==> src/rtl/io_responder.sv <==
// Memory-mapped board I/O for the single-cycle MIPS core: switches, buttons,
// LEDs, an eight-digit seven-segment scanner and a cycle timer with compare.
module io_responder #(
  parameter int SCAN_DIV = 50000
) (
  input  logic        clock,
  input  logic        reset,
  input  logic        IORead,
  input  logic        IOWrite,
  input  logic [9:0]  io_addr,
  input  logic [31:0] io_wdata,
  output logic [31:0] io_rdata,
  input  logic [15:0] switch_i,
  input  logic [4:0]  button_i,
  output logic [15:0] led_o,
  output logic [7:0]  seg_an_o,
  output logic [7:0]  seg_o,
  output logic        timer_match_o
);

  localparam int PW = (SCAN_DIV > 1) ? $clog2(SCAN_DIV) : 1;
  localparam logic [PW-1:0] PRESC_LAST = PW'(SCAN_DIV - 1);

  localparam logic [9:0] A_SW     = 10'h000;
  localparam logic [9:0] A_BTN    = 10'h010;
  localparam logic [9:0] A_LED    = 10'h060;
  localparam logic [9:0] A_SEG    = 10'h070;
  localparam logic [9:0] A_TIMER  = 10'h080;
  localparam logic [9:0] A_CMP    = 10'h084;
  localparam logic [9:0] A_STATUS = 10'h088;

  logic [15:0]   sw_meta_q, sw_sync_q;
  logic [4:0]    btn_meta_q, btn_sync_q;
  logic [15:0]   led_q, led_d;
  logic [31:0]   seg_q, seg_d;
  logic [31:0]   timer_q, timer_d;
  logic [31:0]   cmp_q, cmp_d;
  logic          match_q, match_d;
  logic [PW-1:0] presc_q, presc_d;
  logic [2:0]    idx_q, idx_d;
  logic [3:0]    nibble;

  always_comb begin
    led_d   = led_q;
    seg_d   = seg_q;
    cmp_d   = cmp_q;
    match_d = match_q;
    timer_d = timer_q + 32'd1;
    if (IOWrite) begin
      case (io_addr)
        A_LED:    led_d = io_wdata[15:0];
        A_SEG:    seg_d = io_wdata;
        A_TIMER:  timer_d = 32'd0;
        A_CMP:    cmp_d = io_wdata;
        A_STATUS: if (io_wdata[0]) match_d = 1'b0;
        default:  ;
      endcase
    end
    // a new compare hit outranks a software clear in the same cycle
    if (timer_q == cmp_q) match_d = 1'b1;
  end

  always_comb begin
    presc_d = presc_q + PW'(1);
    idx_d   = idx_q;
    if (presc_q == PRESC_LAST) begin
      presc_d = '0;
      idx_d   = idx_q + 3'd1;
    end
  end

  always_ff @(posedge clock) begin
    if (!reset) begin
      sw_meta_q  <= '0;
      sw_sync_q  <= '0;
      btn_meta_q <= '0;
      btn_sync_q <= '0;
      led_q      <= '0;
      seg_q      <= '0;
      timer_q    <= '0;
      cmp_q      <= 32'hFFFF_FFFF;
      match_q    <= 1'b0;
      presc_q    <= '0;
      idx_q      <= '0;
    end else begin
      sw_meta_q  <= switch_i;
      sw_sync_q  <= sw_meta_q;
      btn_meta_q <= button_i;
      btn_sync_q <= btn_meta_q;
      led_q      <= led_d;
      seg_q      <= seg_d;
      timer_q    <= timer_d;
      cmp_q      <= cmp_d;
      match_q    <= match_d;
      presc_q    <= presc_d;
      idx_q      <= idx_d;
    end
  end

  always_comb begin
    io_rdata = 32'd0;
    if (IORead) begin
      case (io_addr)
        A_SW:     io_rdata = {16'd0, sw_sync_q};
        A_BTN:    io_rdata = {27'd0, btn_sync_q};
        A_LED:    io_rdata = {16'd0, led_q};
        A_SEG:    io_rdata = seg_q;
        A_TIMER:  io_rdata = timer_q;
        A_CMP:    io_rdata = cmp_q;
        A_STATUS: io_rdata = {31'd0, match_q};
        default:  io_rdata = 32'd0;
      endcase
    end
  end

  // glyphs are {dp,g,f,e,d,c,b,a}, active-low, dp held off
  always_comb begin
    nibble = seg_q[{idx_q, 2'b00} +: 4];
    case (nibble)
      4'h0:    seg_o = 8'hC0;
      4'h1:    seg_o = 8'hF9;
      4'h2:    seg_o = 8'hA4;
      4'h3:    seg_o = 8'hB0;
      4'h4:    seg_o = 8'h99;
      4'h5:    seg_o = 8'h92;
      4'h6:    seg_o = 8'h82;
      4'h7:    seg_o = 8'hF8;
      4'h8:    seg_o = 8'h80;
      4'h9:    seg_o = 8'h90;
      4'hA:    seg_o = 8'h88;
      4'hB:    seg_o = 8'h83;
      4'hC:    seg_o = 8'hC6;
      4'hD:    seg_o = 8'hA1;
      4'hE:    seg_o = 8'h86;
      default: seg_o = 8'h8E;
    endcase
  end

  assign seg_an_o      = ~(8'b0000_0001 << idx_q);
  assign led_o         = led_q;
  assign timer_match_o = match_q;

endmodule
==> config.mk <==
export PLATFORM = sky130hd
export DESIGN_NAME = io_responder
export DESIGN_NICKNAME = d
export VERILOG_FILES = /design/src/rtl/io_responder.sv
export SDC_FILE = /design/constraint.sdc
export NUM_CORES = 1
export LEC_CHECK = 0
export ABC_AREA = 0
export CAP_MARGIN = 20
export CORE_UTILIZATION = 60
export CTS_BUF_LIST = sky130_fd_sc_hd__clkbuf_8
export CTS_CLUSTER_DIAMETER = 150
export DETAILED_ROUTE_END_ITERATION = 8
export GPL_TIMING_DRIVEN = 0
export PLACE_DENSITY = 0.88
export SETUP_SLACK_MARGIN = 0.5
export SYNTH_ARGS = -nofsm -noshare
export SYNTH_HDL_FRONTEND = slang
export SYNTH_SLANG_ARGS = --single-unit
==> constraint.sdc <==
create_clock -name clock -period 5 [get_ports clock]
set_clock_uncertainty 0.05 [all_clocks]
set_input_delay 1 -clock clock [delete_from_list [all_inputs] [get_ports clock]]
set_output_delay 1 -clock clock [all_outputs]
set_load 0.005 [all_outputs]
==> impl_summary.txt <==
----------------------------------------------------
[Outcome]
  Outcome ... finished clean

[STA]
  Count of final setup violators ... 0
  Min Clock Period, post-route ... 4.49 ns
  Setup TNS after final layout ... 0 ns
  Setup repair after global routing missed its margin ... yes
  Pins Over Slew Limit ... 0
  Final hold slack ... 0.389 ns
  Actual slew at the worst max-slew pin ... 0.803 ns
  Period utilization ... 89.9%
  Headroom to the max-slew limit ... 46.1%
  Peak Freq ... 223 MHz
  Final hold violation count ... 0

[Worst setup path]
  Launching element type of the critical path ... input pin
  Critical path data arrival time ... 3.44 ns
  Required time at the worst-slack endpoint ... 3.95 ns
  Worst path top cell family by delay ... buffers and inverters
  Crit path max-delay cell type ... sky130_fd_sc_hd__clkdlybuf4s50_1
  CP cell instances ... clkdlybuf4s50_1 -> or2_2 -> o22ai_2 -> a22oi_1 -> or4_1 -> a21oi_1 -> clkdlybuf4s50_1
  Largest stage delay, worst path ... 0.56 ns
  Worst-case reg-to-reg path depth ... 7
  Number of cells on the critical path ... 7
  Setup Crit Path Kind ... in2out
  Worst-path maximum fanout ... 5
  Count of buffer and inverter cells on the critical path ... 2
  Critical Path End Type ... output pin
  Most frequent cell on the critical path ... sky130_fd_sc_hd__clkdlybuf4s50_1

[Routing]
  Per-cell via count in the routed design ... 5.80
  WL/cell ... 17.8 um
  Violation count after the first detailed-routing iteration ... 781
  1st-pass router iterations ... 8
  Routed wire length ... 23,900 um
  Number of nets with antenna violations after routing ... 0
  Total number of vias ... 7,774
  Number of remaining DRC errors ... 0

[Layout]
  Top library cells by usage in the layout, fill and taps aside ... sky130_fd_sc_hd__dfxtp_1 (174), sky130_fd_sc_hd__nand2_1 (167), sky130_fd_sc_hd__clkdlybuf4s50_1 (128)
  Share of post-route cells with drive strength above 1 ... 8.61%
  Commonest non-fill, non-tap cell in the layout ... sky130_fd_sc_hd__dfxtp_1
  Layout Area Growth over Synthesis ... 24.2%
  Number of inserted diodes ... 0
  Net count, final ... 1,229
  Post-route non-filler standard cell count ... 1,341

[Place]
  Number of port buffers ... 129
  Routability-driven placement congestion ratio ... 0.965
  Instance count after placement with tap cells included ... 1,304
  DP Wirelength ... 17,800 um

[Power and ir drop]
  Power density over cell area ... 249 mW/mm2
  Leakage ... 0.00394 uW
  Overall Power ... 2620 uW
  Worst vdd ir ... 0.282 mV

[Clocking]
  H-tree depth ... 4
  Max Buffers Root-to-Sink ... 2
  Hold buffer count at cts ... 0
  Clock tree from TritonCTS ... done
  Clock root buffer ... sky130_fd_sc_hd__clkbuf_8
  Clock tree sinks ... 174
  Reg clk slew, reported paths ... 0.11 ns
  Number of buffers added by the clock tree synthesis step ... 17
  Worst skew pair latency ... 0.49 ns

[Global route]
  Pin count of the biggest net entering global routing ... 20
  Number of global-route vias before repair ... 7,147
  Total Routing Usage GR ... 33.3%
  Overflow left after global routing ... 0
  Antenna violations before repair ... 0
  Global-route wire length before repair ... 36,700 um

[Synthesis]
  Count of unique library cells instantiated by Yosys ... 47
  Number of flops mapped to enable cells by yosys ... 0
  Area share of the largest cell type after synthesis ... 41.1%
  Seq/Total Area, Yosys ... 41.1%
  Leading register cell type out of synthesis ... sky130_fd_sc_hd__dfxtp_1
  Total nets after synthesis ... 1,076
  Area leader, netlist ... sky130_fd_sc_hd__dfxtp_1
  Yosys synthesis warning count ... 0
  Synthesis-stage register bit count ... 174
  Share of flip-flops with an asynchronous set or reset after synthesis ... 0%
  Summed instance area of the synthesized netlist ... 0.00847 mm2
  Mean instance size in the synthesized netlist ... 8.52 um2
  Gate count of the mapped netlist ... 995
  Dominant cells by area after synthesis ... sky130_fd_sc_hd__dfxtp_1 (41%), sky130_fd_sc_hd__mux2i_1 (7.8%), sky130_fd_sc_hd__nand2_1 (7.4%), sky130_fd_sc_hd__xor2_1 (6.3%), sky130_fd_sc_hd__nor2_1 (5.1%)

[Floorplanning]
  Die Span Y ... 121 um
  Die Footprint ... 0.0146 mm2
  Initial core utilization ... 61.3%
  IO Count ... 132
  Std-Cell Rows ... 43
  Area inside the core boundary ... 0.0138 mm2
  Die X ... 121 um

[Flow run]
  # Max-Cap Violations ... 0

[Min path]
  Number of instances on the worst hold path ... 1
  Class of the tightest hold or removal check ... reg2reg

----------------------------------------------------
## cells by family after synthesis
| logic type | count (synthesis) | share of synthesized area, % |
|---|---|---|
| mux | 86 | 11.5 |
| xor+xnor | 77 | 7.96 |
| buf+inv | 79 | 3.94 |
| fa+ha+maj | 14 | 2.07 |
| simple gates | 465 | 25.8 |
| compound gates | 99 | 7.60 |
| flops | 174 | 41.1 |
| other cells | 1 | 0.0443 |
## worst reg2reg max path, stage by stage, from the launching register on
cell and delay (ns):
sky130_fd_sc_hd__dfxtp_1 0.43, sky130_fd_sc_hd__ha_1 0.23, sky130_fd_sc_hd__nand3_1 0.20, sky130_fd_sc_hd__nor2_1 0.15
sky130_fd_sc_hd__nand4_1 0.33, sky130_fd_sc_hd__nand2_1 0.35, sky130_fd_sc_hd__clkbuf_1 0.37, sky130_fd_sc_hd__nor2_1 0.10
## through the flow
step	cell area (um2)	setup WS, ns	utilization, %
finish	10500	0.507	76.1
global route	10500	0.484	76.1
CTS	10500	0.512	75.7
detailed placement	9990	0.180	72.3
global placement	9990	0.155	72.3
floorplan	8470	1.65	-
## path summary, 6_finish.rpt
check                                             start                 endpoint  slack, ns
worst min register to register  sw_meta_q[4]$_SDFF_PN0_  sw_sync_q[4]$_SDFF_PN0_       0.39
worst min-delay path            sw_meta_q[4]$_SDFF_PN0_  sw_sync_q[4]$_SDFF_PN0_       0.39
worst max register to register    presc_q[0]$_SDFF_PP0_    presc_q[6]$_SDFF_PP0_       2.68
worst max-delay path                         io_addr[5]              io_rdata[0]       0.51
## where the power goes
group	total [uW]	switching, uW	internal, uW
Sequential	1410	9.43	1400
Clock	1030	598	429
Combinational	183	92.8	90.6
## cells in the mapped netlist (2+ instances only)
cell	instances
sky130_fd_sc_hd__a21boi_0	2
sky130_fd_sc_hd__a21boi_1	30
sky130_fd_sc_hd__a21oi_1	21
sky130_fd_sc_hd__a22o_1	2
sky130_fd_sc_hd__a22oi_1	15
sky130_fd_sc_hd__and2_1	51
sky130_fd_sc_hd__and3_1	9
sky130_fd_sc_hd__and4_1	3
sky130_fd_sc_hd__buf_2	12
sky130_fd_sc_hd__buf_4	4
sky130_fd_sc_hd__clkbuf_1	47
sky130_fd_sc_hd__dfxtp_1	174
sky130_fd_sc_hd__ha_1	14
sky130_fd_sc_hd__inv_1	13
sky130_fd_sc_hd__mux2_2	12
sky130_fd_sc_hd__mux2i_1	66
sky130_fd_sc_hd__mux4_2	8
sky130_fd_sc_hd__nand2_1	168
sky130_fd_sc_hd__nand3_1	48
sky130_fd_sc_hd__nand4_1	25
sky130_fd_sc_hd__nor2_1	115
sky130_fd_sc_hd__nor2b_1	18
sky130_fd_sc_hd__nor3_1	3
sky130_fd_sc_hd__nor4_1	12
sky130_fd_sc_hd__nor4b_1	2
sky130_fd_sc_hd__o21ai_0	18
sky130_fd_sc_hd__o22ai_1	5
sky130_fd_sc_hd__o31ai_1	2
sky130_fd_sc_hd__or3_1	3
sky130_fd_sc_hd__xnor2_1	16
sky130_fd_sc_hd__xor2_1	61
## what timing repair did
item / CTS / global route
resized for setup: 10 / 27
endpoints found under the setup margin: 38 / 34
buffers inserted: 3 / 2
pin swaps: 1 / 1
## area by class of cell
cell class / instances / area [um2]
plain buffers: 65 / 305
clock buffers: 17 / 234
clock inverters: 15 / 191
fillers: 966 / 3300
inverters: 14 / 52.6
multi-input cells: 742 / 4700
flip-flops and latches: 174 / 3480
well taps: 180 / 225
repair buffers: 134 / 1330
## registers in the layout, summed over array words and instances, names as in the netlist
signal and cells:
idx_q 3, sw_sync_q 16, sw_meta_q 16, btn_meta_q 5, cmp_q 32, timer_q 32
timer_match_o 1, seg_q 32, led_o 16, presc_q 16, btn_sync_q 5
## layer usage
metal	share of wire, %	track usage, %
met5	0	0
met4	5.6	21.7
met3	9.3	5.57
met2	44	51.0
met1	41	43.5
No activity file was read; power rests on OpenSTA's default activity.
